**src/rtl/baseline_sched.sv**
```systemverilog
// ----------------------------------------------------------------------------
// baseline_sched
//
// Timing controller for the multi-rate line-length baseline pipeline.
// Counts input sample beats and issues one-cycle load strobes to the four
// cascaded window shift registers (0.2 s segment, 1 s, 5 s and 30 s sums).
// Tracks per-stage fill status, runs the IDLE/FILL/RUN sequence and flags
// each update of the 240 s baseline output.
//
// Parameters
//   SEG_LEN   samples per segment                       (>= 2)
//   D1..D4    depth of each cascaded window stage       (>= 2)
//   CNT_W     width of win_count
//
// Ports
//   clk         in   1      clock
//   rst         in   1      synchronous reset, active low
//   en          in   1      active low; 1 freezes counters, FSM and new strobes
//   restart     in   1      1-cycle pulse: clear counts and fill, back to IDLE
//   sample_vld  in   1      one pulse per new input sample
//   ld_s1..4    out  1      registered one-cycle load strobes, stage 1..4
//   full        out  4      full[k-1]: stage k has taken >= Dk loads
//   state       out  2      00 IDLE, 01 FILL, 10 RUN
//   out_vld     out  1      1-cycle pulse: 240 s baseline updated and valid
//   win_count   out  CNT_W  saturating count of out_vld pulses
//
// Handshake: sample_vld is a fire-and-forget pulse with no back-pressure.
// A sample is taken on any cycle where sample_vld=1, en=0 and restart=0;
// back-to-back pulses are each taken, one per cycle.
// ----------------------------------------------------------------------------
module baseline_sched #(
    parameter int SEG_LEN = 50,
    parameter int D1      = 5,
    parameter int D2      = 5,
    parameter int D3      = 6,
    parameter int D4      = 8,
    parameter int CNT_W   = 16
) (
    input  logic             clk,
    input  logic             rst,
    input  logic             en,
    input  logic             restart,
    input  logic             sample_vld,
    output logic             ld_s1,
    output logic             ld_s2,
    output logic             ld_s3,
    output logic             ld_s4,
    output logic [3:0]       full,
    output logic [1:0]       state,
    output logic             out_vld,
    output logic [CNT_W-1:0] win_count
);

    localparam logic [1:0] ST_IDLE = 2'b00;
    localparam logic [1:0] ST_FILL = 2'b01;
    localparam logic [1:0] ST_RUN  = 2'b10;

    // Beat counter widths
    localparam int W0 = (SEG_LEN > 1) ? $clog2(SEG_LEN) : 1;
    localparam int W1 = (D1 > 1) ? $clog2(D1) : 1;
    localparam int W2 = (D2 > 1) ? $clog2(D2) : 1;
    localparam int W3 = (D3 > 1) ? $clog2(D3) : 1;

    // Load counter widths: must hold the saturation value Dk itself
    localparam int L1 = $clog2(D1 + 1);
    localparam int L2 = $clog2(D2 + 1);
    localparam int L3 = $clog2(D3 + 1);
    localparam int L4 = $clog2(D4 + 1);

    localparam logic [W0-1:0] C0_MAX = W0'(SEG_LEN - 1);
    localparam logic [W1-1:0] C1_MAX = W1'(D1 - 1);
    localparam logic [W2-1:0] C2_MAX = W2'(D2 - 1);
    localparam logic [W3-1:0] C3_MAX = W3'(D3 - 1);

    localparam logic [L1-1:0] F1     = L1'(D1);
    localparam logic [L2-1:0] F2     = L2'(D2);
    localparam logic [L3-1:0] F3     = L3'(D3);
    localparam logic [L4-1:0] F4     = L4'(D4);
    localparam logic [L4-1:0] F4_M1  = L4'(D4 - 1);

    localparam logic [CNT_W-1:0] WIN_MAX = {CNT_W{1'b1}};

    // State registers
    logic [W0-1:0]    c0_q, c0_d;
    logic [W1-1:0]    c1_q, c1_d;
    logic [W2-1:0]    c2_q, c2_d;
    logic [W3-1:0]    c3_q, c3_d;
    logic [L1-1:0]    lc1_q, lc1_d;
    logic [L2-1:0]    lc2_q, lc2_d;
    logic [L3-1:0]    lc3_q, lc3_d;
    logic [L4-1:0]    lc4_q, lc4_d;
    logic             ld1_q, ld1_d;
    logic             ld2_q, ld2_d;
    logic             ld3_q, ld3_d;
    logic             ld4_q, ld4_d;
    logic [1:0]       state_q, state_d;
    logic             out_vld_q, out_vld_d;
    logic [CNT_W-1:0] win_q, win_d;

    // Decode
    logic acc;
    logic w0, w1, w2, w3;
    logic full1, full2, full3, full4;
    logic full4_set;

    // Fill flags are decoded straight from the load counters. Because a load
    // counter advances on the same edge that registers its strobe, full[k-1]
    // rises in the same cycle as the Dk-th ld_sk.
    assign full1 = (lc1_q == F1);
    assign full2 = (lc2_q == F2);
    assign full3 = (lc3_q == F3);
    assign full4 = (lc4_q == F4);

    always_comb begin
        // restart wins over a coincident sample: that sample is dropped
        acc = sample_vld & ~en & ~restart;

        // Wrap chain: each stage wraps only when every stage below it wraps
        w0 = acc && (c0_q == C0_MAX);
        w1 = w0  && (c1_q == C1_MAX);
        w2 = w1  && (c2_q == C2_MAX);
        w3 = w2  && (c3_q == C3_MAX);

        // This accepted sample produces the D4-th stage-4 load
        full4_set = w3 && (lc4_q == F4_M1);

        c0_d  = c0_q;
        c1_d  = c1_q;
        c2_d  = c2_q;
        c3_d  = c3_q;
        lc1_d = lc1_q;
        lc2_d = lc2_q;
        lc3_d = lc3_q;
        lc4_d = lc4_q;

        if (restart) begin
            c0_d  = '0;
            c1_d  = '0;
            c2_d  = '0;
            c3_d  = '0;
            lc1_d = '0;
            lc2_d = '0;
            lc3_d = '0;
            lc4_d = '0;
        end else begin
            if (acc) c0_d = w0 ? '0 : c0_q + W0'(1);
            if (w0)  c1_d = w1 ? '0 : c1_q + W1'(1);
            if (w1)  c2_d = w2 ? '0 : c2_q + W2'(1);
            if (w2)  c3_d = w3 ? '0 : c3_q + W3'(1);

            if (w0 && !full1) lc1_d = lc1_q + L1'(1);
            if (w1 && !full2) lc2_d = lc2_q + L2'(1);
            if (w2 && !full3) lc3_d = lc3_q + L3'(1);
            if (w3 && !full4) lc4_d = lc4_q + L4'(1);
        end

        // Strobes are plain registered wraps; acc already folds in en and
        // restart, so a freeze or restart simply lets a pending strobe drop.
        ld1_d = w0;
        ld2_d = w1;
        ld3_d = w2;
        ld4_d = w3;

        state_d = state_q;
        if (restart) begin
            state_d = ST_IDLE;
        end else begin
            case (state_q)
                ST_IDLE: if (acc)       state_d = full4_set ? ST_RUN : ST_FILL;
                ST_FILL: if (full4_set) state_d = ST_RUN;
                ST_RUN:                 state_d = ST_RUN;
                default:                state_d = ST_IDLE;
            endcase
        end

        // One cycle after each stage-4 load that lands with the stage full.
        // Suppressed while frozen so the pulse count and win_count agree.
        out_vld_d = ld4_q & full4 & ~en & ~restart;

        win_d = win_q;
        if (restart) begin
            win_d = '0;
        end else if (out_vld_d && (win_q != WIN_MAX)) begin
            win_d = win_q + CNT_W'(1);
        end
    end

    always_ff @(posedge clk) begin
        if (!rst) begin
            c0_q      <= '0;
            c1_q      <= '0;
            c2_q      <= '0;
            c3_q      <= '0;
            lc1_q     <= '0;
            lc2_q     <= '0;
            lc3_q     <= '0;
            lc4_q     <= '0;
            ld1_q     <= 1'b0;
            ld2_q     <= 1'b0;
            ld3_q     <= 1'b0;
            ld4_q     <= 1'b0;
            state_q   <= ST_IDLE;
            out_vld_q <= 1'b0;
            win_q     <= '0;
        end else begin
            c0_q      <= c0_d;
            c1_q      <= c1_d;
            c2_q      <= c2_d;
            c3_q      <= c3_d;
            lc1_q     <= lc1_d;
            lc2_q     <= lc2_d;
            lc3_q     <= lc3_d;
            lc4_q     <= lc4_d;
            ld1_q     <= ld1_d;
            ld2_q     <= ld2_d;
            ld3_q     <= ld3_d;
            ld4_q     <= ld4_d;
            state_q   <= state_d;
            out_vld_q <= out_vld_d;
            win_q     <= win_d;
        end
    end

    assign ld_s1     = ld1_q;
    assign ld_s2     = ld2_q;
    assign ld_s3     = ld3_q;
    assign ld_s4     = ld4_q;
    assign full      = {full4, full3, full2, full1};
    assign state     = state_q;
    assign out_vld   = out_vld_q;
    assign win_count = win_q;

endmodule

```
**config.mk**
```make
export PLATFORM = sky130hd
export DESIGN_NAME = baseline_sched
export DESIGN_NICKNAME = d
export VERILOG_FILES = /design/src/rtl/baseline_sched.sv
export SDC_FILE = /design/constraint.sdc
export NUM_CORES = 1
export LEC_CHECK = 0
export CORE_ASPECT_RATIO = 0.9
export CORE_UTILIZATION = 25
export DETAILED_ROUTE_END_ITERATION = 10
export SLEW_MARGIN = 20
export SYNTH_ARGS = -nofsm -noshare
export SYNTH_HDL_FRONTEND = slang
export SYNTH_SLANG_ARGS = --single-unit
```
**constraint.sdc**
```tcl
create_clock -name clk -period 2.7 [get_ports clk]
set_input_delay 0.27 -clock clk [delete_from_list [all_inputs] [get_ports clk]]
set_output_delay 0.27 -clock clk [all_outputs]
set_load 0.02 [all_outputs]
```
# Word level (Yosys, flattened, before mapping)
# Index checks and enable logic that the tools add are counted.
[word_totals]
ff_bits = 51
out_inout_bits = 27
elab_cells = 71
[classes]
n_eq_ne = 14
reduce_logical = 17
bitwise_logic = 8
n_mux = 8
add_sub_neg = 9
[ops]
columns = ["cell", "n"]
rows = [
  ["3-bit by 1-bit adder with 3-bit output, second input constant", 6],
  ["3-bit == test, second input constant", 6],
  ["16-bit by 1-bit adder with 16-bit output, second input constant", 1],
  ["16-bit inequality test, second input constant", 1],
  ["1-bit logical AND", 10],
  ["3-bit 2-to-1 mux", 3],
  ["6-bit by 1-bit adder with 6-bit output, second input constant", 1],
  ["6-bit == test, second input constant", 1],
  ["2-bit 2-to-1 mux", 3],
  ["6-bit 2-to-1 mux", 1],
  ["2-bit one-hot mux with 3 select lines", 1],
  ["1-bit AND", 5],
  ["4-bit by 1-bit adder with 4-bit output, second input constant", 1],
  ["4-bit by 3-bit == test with 1-bit output, second input constant", 1],
  ["4-bit == test, second input constant", 1],
  ["1-bit logical NOT", 4],
  ["2-bit inequality test, second input constant", 2],
  ["1-bit NOT", 3],
  ["2-bit by 1-bit == test with 1-bit output, second input constant", 1],
  ["2-bit == test, second input constant", 1],
  ["2-bit logical NOT", 1],
  ["2-bit AND reduction", 1],
  ["2-bit OR reduction", 1],
]

# Logic depth before layout (Yosys ltp)
# Gate-level depths: netlist of the first run.
[logic_depth]
word_depth = 11
depth_mapped = 8
ltp_nobuf = 7

# Worst setup path before layout of the first run
# No wires, ideal clock.
[synth_path]
path_type = "input -> register"
from = "input port en"
to = "register state_q[1] (netlist: state[1])"
arrival_ns = 1.923
path_stages = 7
required_ns = 2.627
setup_ns = 0.073
slack_ns = 0.704
path_buffers = 2
path_cell_list = "or3b_1 > buf_6 > or4_4 > buf_6 > o32a_1 > nand3_1 > nor3b_2"
[synth_between]
elab_chain_len = 11
[synth_rtl]
columns = ["element", "line_no", "text"]
rows = [
  ["from (decl)", "41", "input logic en,"],
  ["1-bit NOT *", "116", "acc = sample_vld & ~en & ~restart;"],
  ["1-bit AND * (2 in series)", "116", ""],
  ["1-bit logical AND", "119", "w0 = acc && (c0_q == C0_MAX);"],
  ["1-bit logical AND", "120", "w1 = w0 && (c1_q == C1_MAX);"],
  ["1-bit logical AND", "121", "w2 = w1 && (c2_q == C2_MAX);"],
  ["1-bit logical AND", "122", "w3 = w2 && (c3_q == C3_MAX);"],
  ["1-bit logical AND", "125", "full4_set = w3 && (lc4_q == F4_M1);"],
  ["2-bit 2-to-1 mux (2 in series)", "169", "ST_IDLE: if (acc) state_d = full4_set ? ST_RUN : ST_FILL;"],
  ["2-bit one-hot mux with 3 select lines", "168", "case (state_q)"],
  ["to (signal assigned)", "218", "state_q <= state_d;"],
  ["to (decl)", "96", "logic [1:0] state_q, state_d;"],
]
# Every way passes the cells marked *; elsewhere a longest branch is shown, timed or not. The select of a mux whose other input is x is not followed.
# A chain may end at the register's enable or synchronous reset.

# Final worst setup path of the first run
[layout_path]
from = "register lc4_q[0]"
to = "output port full[3]"
[layout_between]
elab_chain_len = 1
[layout_rtl]
columns = ["element", "line_no", "text"]
rows = [
  ["from (decl)", "91", "logic [L4-1:0] lc4_q, lc4_d;"],
  ["from (signal assigned)", "213", "lc4_q <= lc4_d;"],
  ["4-bit == test", "112", "assign full4 = (lc4_q == F4);"],
  ["to (decl)", "48", "output logic [3:0] full,"],
]
# No other way between the ends.

==> summary by stage, run 1 <==
Pwr
The total power is 0.00146 W. VDD sags by at most 0.277 mV. The static leakage power is 1.09 nW.

The ratio of total power to cell area is 457 nW/um^2.

Clocking
The clock sink count is 51. The number of buffers inserted to repair setup after CTS is 0. The clock passes through at most 2 buffers. The hold buffer count at CTS is 0. TritonCTS built the clock tree. The clock latency of the later-clocked register in the worst-skew pair is 0.29 ns.

The number of clock buffers added by TritonCTS is 5. Post-CTS repair changed the size of 0 cells. In this run the number of H-tree levels came out at 2. Clock-pin slew was measured on the worst setup and hold paths at 0.07 ns.

The cell sitting at the root of the clock tree is a clkbuf_16.

STA
The clock arrives with 0.0100 ns of skew. The slack of the critical path is 0.485 ns. The final count of negative-setup-slack endpoints is 0. Adding up every negative setup slack in the final design gives 0 ns. Setup repair after global routing left no endpoint under its margin. For the pin with the worst max-slew slack, the measured transition is 0.562 ns. The final critical path takes up 82.0% of the cycle.

The fmax is 451 MHz. The final number of hold-violating endpoints is 0. The normalized max-slew margin is 61.6%. The number of max-slew violations in the final report was 0.

The smallest clock period supported by the final layout is computed as 2.22 ns.

Global routing
The via count of the first global-routing pass was 1882. The final global-route overflow total is 0. The number of antenna violations at the first check in global routing is 0. Entering global routing, the biggest net connects 45 pins. The wire length of the first global-routing pass is 8800 um. Global routing consumed, over all layers together, 10.4% of the routing resources.

Synthesis
The leading register cell type out of synthesis is dfxtp_1. The most instantiated library cell after synthesis is dfxtp_1. By count the netlist is led by 51 x dfxtp_1, 39 x nor2_1, 20 x ha_1. The post-synth net total is 318. The post-synthesis cell count is 293. After synthesis, the largest area contributor takes up 39.6% of total cell area. Sequential cells were found to cover 39.6% of the synthesized design area. The synthesis-stage register bit count is 51. Counting flops with a built-in enable in the synthesized netlist gives 0. For this run, the number of Yosys warnings is 0. After synthesis, the cell types taking the most area are dfxtp_1 40%, ha_1 9.7%, xnor2_1 5.8%.

The per-instance average area after synthesis is 8.81 um^2. The number of different library cells used by synthesis comes to 45. Summed over all instances, the cell type with the most area after synthesis is dfxtp_1. The cell area that synthesis handed to floorplanning was 2580 um^2. After synthesis, the share of flip-flops with an asynchronous set or reset is 0%.

Detailed routing
The routed design has 5140 um of wire. After detailed routing, the average wire length per cell comes to 11.4 um. The overall via count from detail_route is 2034. The starting DRC count in detailed routing is 105.

For this run, the detailed router's first-pass iteration total came to 4. The number of vias per cell is 4.50. The detail route stage leaves a number of antenna-violating nets equal to 0. For this run, design rule violations remaining after detail routing come to 0.

Place
Once detailed placement completed, the half-perimeter wirelength came to 3770 um. Input and output buffers added on the ports amount to 31. The post-placement worst setup slack is 0.376 ns. The weighted congestion at the end of routability-driven global placement is 0.753. Once placement finished, the instance area stood at 3040 um^2.

Floorplan
The die covers 10700 um^2. The number of top-level pins is 32. Measured along the x axis, the die boundary spans 109 um. The initialized floorplan defines 34 standard-cell rows. The height of the die is 98.4 um.

The core region is 9870 um^2. The effective utilization at floorplan is 26.2%.

Final layout
After routing the design area is 3190 um^2. 0 antenna diodes ended up in the layout. The proportion of layout cells with a drive suffix above 1 is 7.67%. The net count reported at finish is 350.

The area growth from synthesis to layout is 23.7%.

Hold path
In this run the most critical hold path is launched from c3_q[1]$_SDFFE_PP0P_. The end point of the worst hold path is c3_q[1]$_SDFFE_PP0P_. The tightest min-delay check is of the register to register type.

Along the worst hold path, the cell count comes to 2.

Critical path
STA classifies the critical path endpoint as a primary output. The arrival time reported for the critical path endpoint is 1.95 ns. In this run the critical register-to-register path is launched from lc4_q[0]$_SDFFE_PP0P_. The slack of the worst reg-to-reg path is 0.59 ns. The largest fanout on the critical path is 10. The reg-to-reg endpoint is win_count[11]$_SDFFE_PP0P_. The worst endpoint required time is 2.43 ns.

STA classifies the critical path startpoint as a register. The critical path is of the register to primary output type. The cell count of the worst reg-to-reg path is 7.

Run status
The flow ran to the end, and the final reports show no timing, DRC or antenna violations.

Job
Max-cap violations in this run came to 0.
## worst max path at each step
stage	startpoint	endpoint	slack, ns	cells after the start
floorplan	en	state[1]$_SDFFE_PP0P_	0.70	7
CTS	lc4_q[0]$_SDFFE_PP0P_	full[3]	0.47	4
global placement	en	state[1]$_SDFFE_PP0P_	0.41	6
finish	lc4_q[0]$_SDFFE_PP0P_	full[3]	0.48	4
detailed placement	en	state[1]$_SDFFE_PP0P_	0.38	6
global route	lc4_q[0]$_SDFFE_PP0P_	full[3]	0.38	4
## state kept, by name (all words and copies together), names as in the netlist, 2 cells and up
name       flops
lc2_q          3
lc4_q          4
c2_q           3
c1_q           3
win_count     16
state          2
lc1_q          3
c3_q           3
lc3_q          3
c0_q           6
## critical path: stages (launching register included)
cell and delay (ns):
dfxtp_1 0.35, inv_1 0.07, ha_1 0.15, and3b_1 0.40, clkdlybuf4s50_1 0.69
## power by group
part / internal (W) / total [W] / switching [W]
registers: 0.000753 / 0.000754 / 0.00000158
clock network: 0.000354 / 0.000662 / 0.000308
logic: 0.0000175 / 0.0000424 / 0.0000249
## cells by family after synthesis
logic type,count (synthesis),share of synthesized area [%]
flops,51,39.6
compound gates,33,7.76
xor+xnor,26,8.82
fa+ha+maj,20,9.69
simple gates,127,27.0
mux,3,1.16
buf+inv,33,5.96
## layout by cell type (no fill, tap or decap), types with 2 or more instances in the layout
cell type / netlist / final
dfxtp_1: 51 / 51
nand2_1: 18 / 18
a21oi_1: 17 / 17
nor2b_1: 2 / 2
nor3_1: 14 / 14
clkbuf_16: 0 / 5
inv_1: 19 / 19
nor2_1: 39 / 39
a211oi_1: 7 / 7
nor3_2: 2 / 2
nand3_1: 9 / 9
nor3b_1: 3 / 3
o21ai_1: 2 / 2
buf_4: 4 / 7
nand2b_1: 2 / 2
nand4_1: 9 / 9
mux2i_1: 3 / 3
and4b_1: 2 / 2
nand3b_1: 3 / 3
and2_1: 3 / 3
ha_1: 20 / 20
xnor2_1: 17 / 17
xor2_1: 9 / 9
or2_2: 3 / 3
or3_1: 2 / 2
and3_1: 5 / 5
o21ai_0: 2 / 2
clkdlybuf4s50_1: 0 / 31
## through the flow
stage / hold slack (ns) / utilization [%] / std cells
detailed placement: 0.466 / 30.8 / 444
finish: 0.474 / 32.3 / 452
floorplan: 0.415 / - / 293
global route: 0.498 / 32.3 / 452
global placement: 0.461 / 30.8 / 444
CTS: 0.476 / 32.3 / 452
## final cells by class
| type | instances | area (um^2) |
|---|---|---|
| Multi-Input combinational cell | 209 | 1410 |
| Timing Repair Buffer | 39 | 383 |
| Clock inverter | 3 | 27.5 |
| Fill cell | 1039 | 6680 |
| Inverter | 19 | 71.3 |
| Sequential cell | 51 | 1020 |
| Tap cell | 126 | 158 |
| Clock buffer | 5 | 125 |
## metal layers
metal	part of all wire, %	routed length, um	GRT usage (%)
met5	0	0	0
met4	0.33	17	2.81
met3	3.1	159	3.00
met2	46	2360	16.4
met1	51	2600	13.5
Power figures use the tool's default switching activity.
==> run 2: changes to the inputs <==
==> constraint.sdc (replaced) <==
create_clock -name clk -period 2.3 [get_ports clk]
set_input_delay 0.23 -clock clk [delete_from_list [all_inputs] [get_ports clk]]
set_output_delay 0.23 -clock clk [all_outputs]
set_load 0.02 [all_outputs]
==> summary by stage, run 2 (synthesis gave the netlist of run 1 again) <==
Clocking
The TritonCTS clock tree is built. The total clock buffers created by CTS is 5. For this design, the CTS-stage hold fixing added 0 buffers. The clock sink count is 51. The clock latency of the later-clocked register in the worst-skew pair is 0.29 ns. The post-CTS clock slew at the launch and capture registers of the worst setup and hold paths is 0.08 ns. The root cell of the clock tree is clkbuf_16.

The H-tree was split into 2 levels. The number of gates resized after CTS was 0. The buffer levels on the longest clock path is 2. The number of buffers inserted to repair setup after CTS is 0.

Detailed routing
The pre-antenna-repair detailed-routing pass consisted of 4 iterations. The detail route stage leaves a number of antenna-violating nets equal to 0. The routed design has 5320 um of wire.

The average detailed-routed wire length per instance is 11.6 um. The overall via count from detail_route is 2048. The number of DRC violations after detailed routing is 0. For this block, the initial DRC count from the detailed router was 85. Using the TritonRoute via totals, the vias-per-cell ratio works out to 4.45.

Global routing
The total global routing track utilization is 10.6%. The wire length of the first global-routing pass is 9160 um. Entering global routing, the biggest net connects 28 pins.

The via count of the first global-routing pass is 2031. The number of antenna violations at the first check in global routing is 0. The final global-route overflow total is 0.

STA
The slew at the pin closest to its max-slew limit is 0.494 ns. The number of max-slew violations in the final report is 0. The final number of hold-violating endpoints is 0.

After layout, the minimum clock period comes to 2.20 ns. Setup repair after global routing left no endpoint under its margin. In the finished design, the share of the clock period the worst path needs comes to 95.9%.

The sum of negative setup slack is 0 ns. The fmax is 454 MHz. Between clock sinks in the finished design, the worst skew comes to 0.0118 ns. The slack of the critical path is 0.0953 ns.

The final count of negative-setup-slack endpoints is 0. The normalized max-slew margin is 66.8%.

Final layout
In the layout the commonest cells are 51 x dfxtp_1, 39 x nor2_1, 31 x clkdlybuf4s50_1. The area of all placed cells without fillers is 3230 um^2. The final layout contains 358 nets. In the final layout, the share of cells above drive strength 1 is 9.58%. The finished layout holds 460 standard cells, fillers aside. The leading cell type in the layout, fill and taps excluded is dfxtp_1. The register with the most flip-flops in the layout has 16 of them.

0 antenna diodes ended up in the layout. The synthesis-to-layout area growth is 25.3%.

Pwr
The maximum vdd drop is 0.282 mV. In this run the static leakage power is 1.12 nW. Summing internal, switching and leakage power gives 0.00169 W. The ratio of total power to cell area is 522 nW/um^2.

Run status
The run finished with clean final reports.

Place
Port buffering added 31 buffers. The HPWL after detailed placement is 3950 um. After detailed placement, the total cell area comes to 3090 um^2. The weighted congestion at the end of routability-driven global placement is 0.733. OpenSTA, run right after detailed placement, puts the worst setup slack at -0.0342 ns. In this run, placement finished with an instance count of 452.

Floorplan
The placeable core region is 9870 um^2. From bottom edge to top edge, the die measures 98.4 um. The floorplan step set the die width to 109 um. The floorplan step defined a die boundary enclosing 10700 um^2. The effective utilization at floorplan is 26.2%. After floorplanning, the core was divided into 34 placement rows. The number of top-level pins is 32.

Critical path
The largest individual stage delay along the critical path comes from the cell clkdlybuf4s50_1. The worst setup path is launched from a register. Along the worst path, the maximum fanout reaches 7.

The worst endpoint required time is 2.07 ns. The stage delay of the slowest cell on the critical path is 0.60 ns. The kind of capture point of the worst setup path is a primary output.

Counting cells, the worst reg-to-reg path comes to 7. The arrival time reported for the critical path endpoint is 1.97 ns. Among cell families on the critical path, the largest total delay comes from buffers and inverters.

The critical path contains buffers and inverters numbering 3 combined. In this run the number of cells on the critical path is 5. The signal on the critical path passes through inv_1 -> ha_1 -> and3b_1 -> buf_4 -> clkdlybuf4s50_1.

The critical path is of the register to primary output type.

Job
Across the run, the number of max-cap violations was 0.

Hold path
The number of stages on the worst hold path is 2. In this run the worst hold path is classified as register to register.
==> run 2: cell types whose count changed in the layout (fill, tap and decap cells not counted), sizes merged <==
cell,before,now
buf,8,16
clkinv,0,2
inv,21,19
clkbuf,5,6
clkinvlp,1,0
==> run 2: per-layer routing <==
layer / wire [um] / up-vias / part of all wire [%] / GRT usage (%)
met5: 0 / - / 0 / 0
met1: 2630 / 942 / 49 / 13.9
met2: 2450 / 18 / 46 / 17.0
li1: - / 1078 / - / -
met3: 132 / 10 / 2.5 / 2.07
met4: 109 / 0 / 2.0 / 4.16
==> run 2: final timing paths <==
| check | startpoint | slack, ns | endpoint |
|---|---|---|---|
| setup / recovery | lc4_q[0]$_SDFFE_PP0P_ | 0.1 | full[3] |
| hold / removal | c3_q[1]$_SDFFE_PP0P_ | 0.48 | c3_q[1]$_SDFFE_PP0P_ |
| setup reg to reg | c1_q[0]$_SDFFE_PP0N_ | 0.24 | state[1]$_SDFFE_PP0P_ |
| hold reg to reg | c3_q[1]$_SDFFE_PP0P_ | 0.48 | c3_q[1]$_SDFFE_PP0P_ |
==> run 2: final cells by class <==
cell class,instances,area (um^2)
clock buffers,6,129
clock inverters,2,17.5
fillers,1015,6640
inverters,19,71.3
multi-input cells,209,1410
flip-flops and latches,51,1020
well taps,126,158
repair buffers,47,430
==> run 2: where the power goes <==
part           switching (W)  internal, W  total [W]
Sequential        0.00000189     0.000884   0.000886
Combinational      0.0000310    0.0000212  0.0000522
Clock               0.000341     0.000409   0.000749
==> run 2: tightest hold or removal path: stages (launching register included) <==
cell,delay (ns)
dfxtp_1,0.33
nand2_1,0.06
a21oi_1,0.05
==> run 2: stage by stage <==
stage,hold WS (ns),util [%]
floorplan,0.375,-
global placement,0.461,31.3
detailed placement,0.472,31.3
CTS,0.483,32.8
global route,0.519,32.8
finish,0.482,32.8
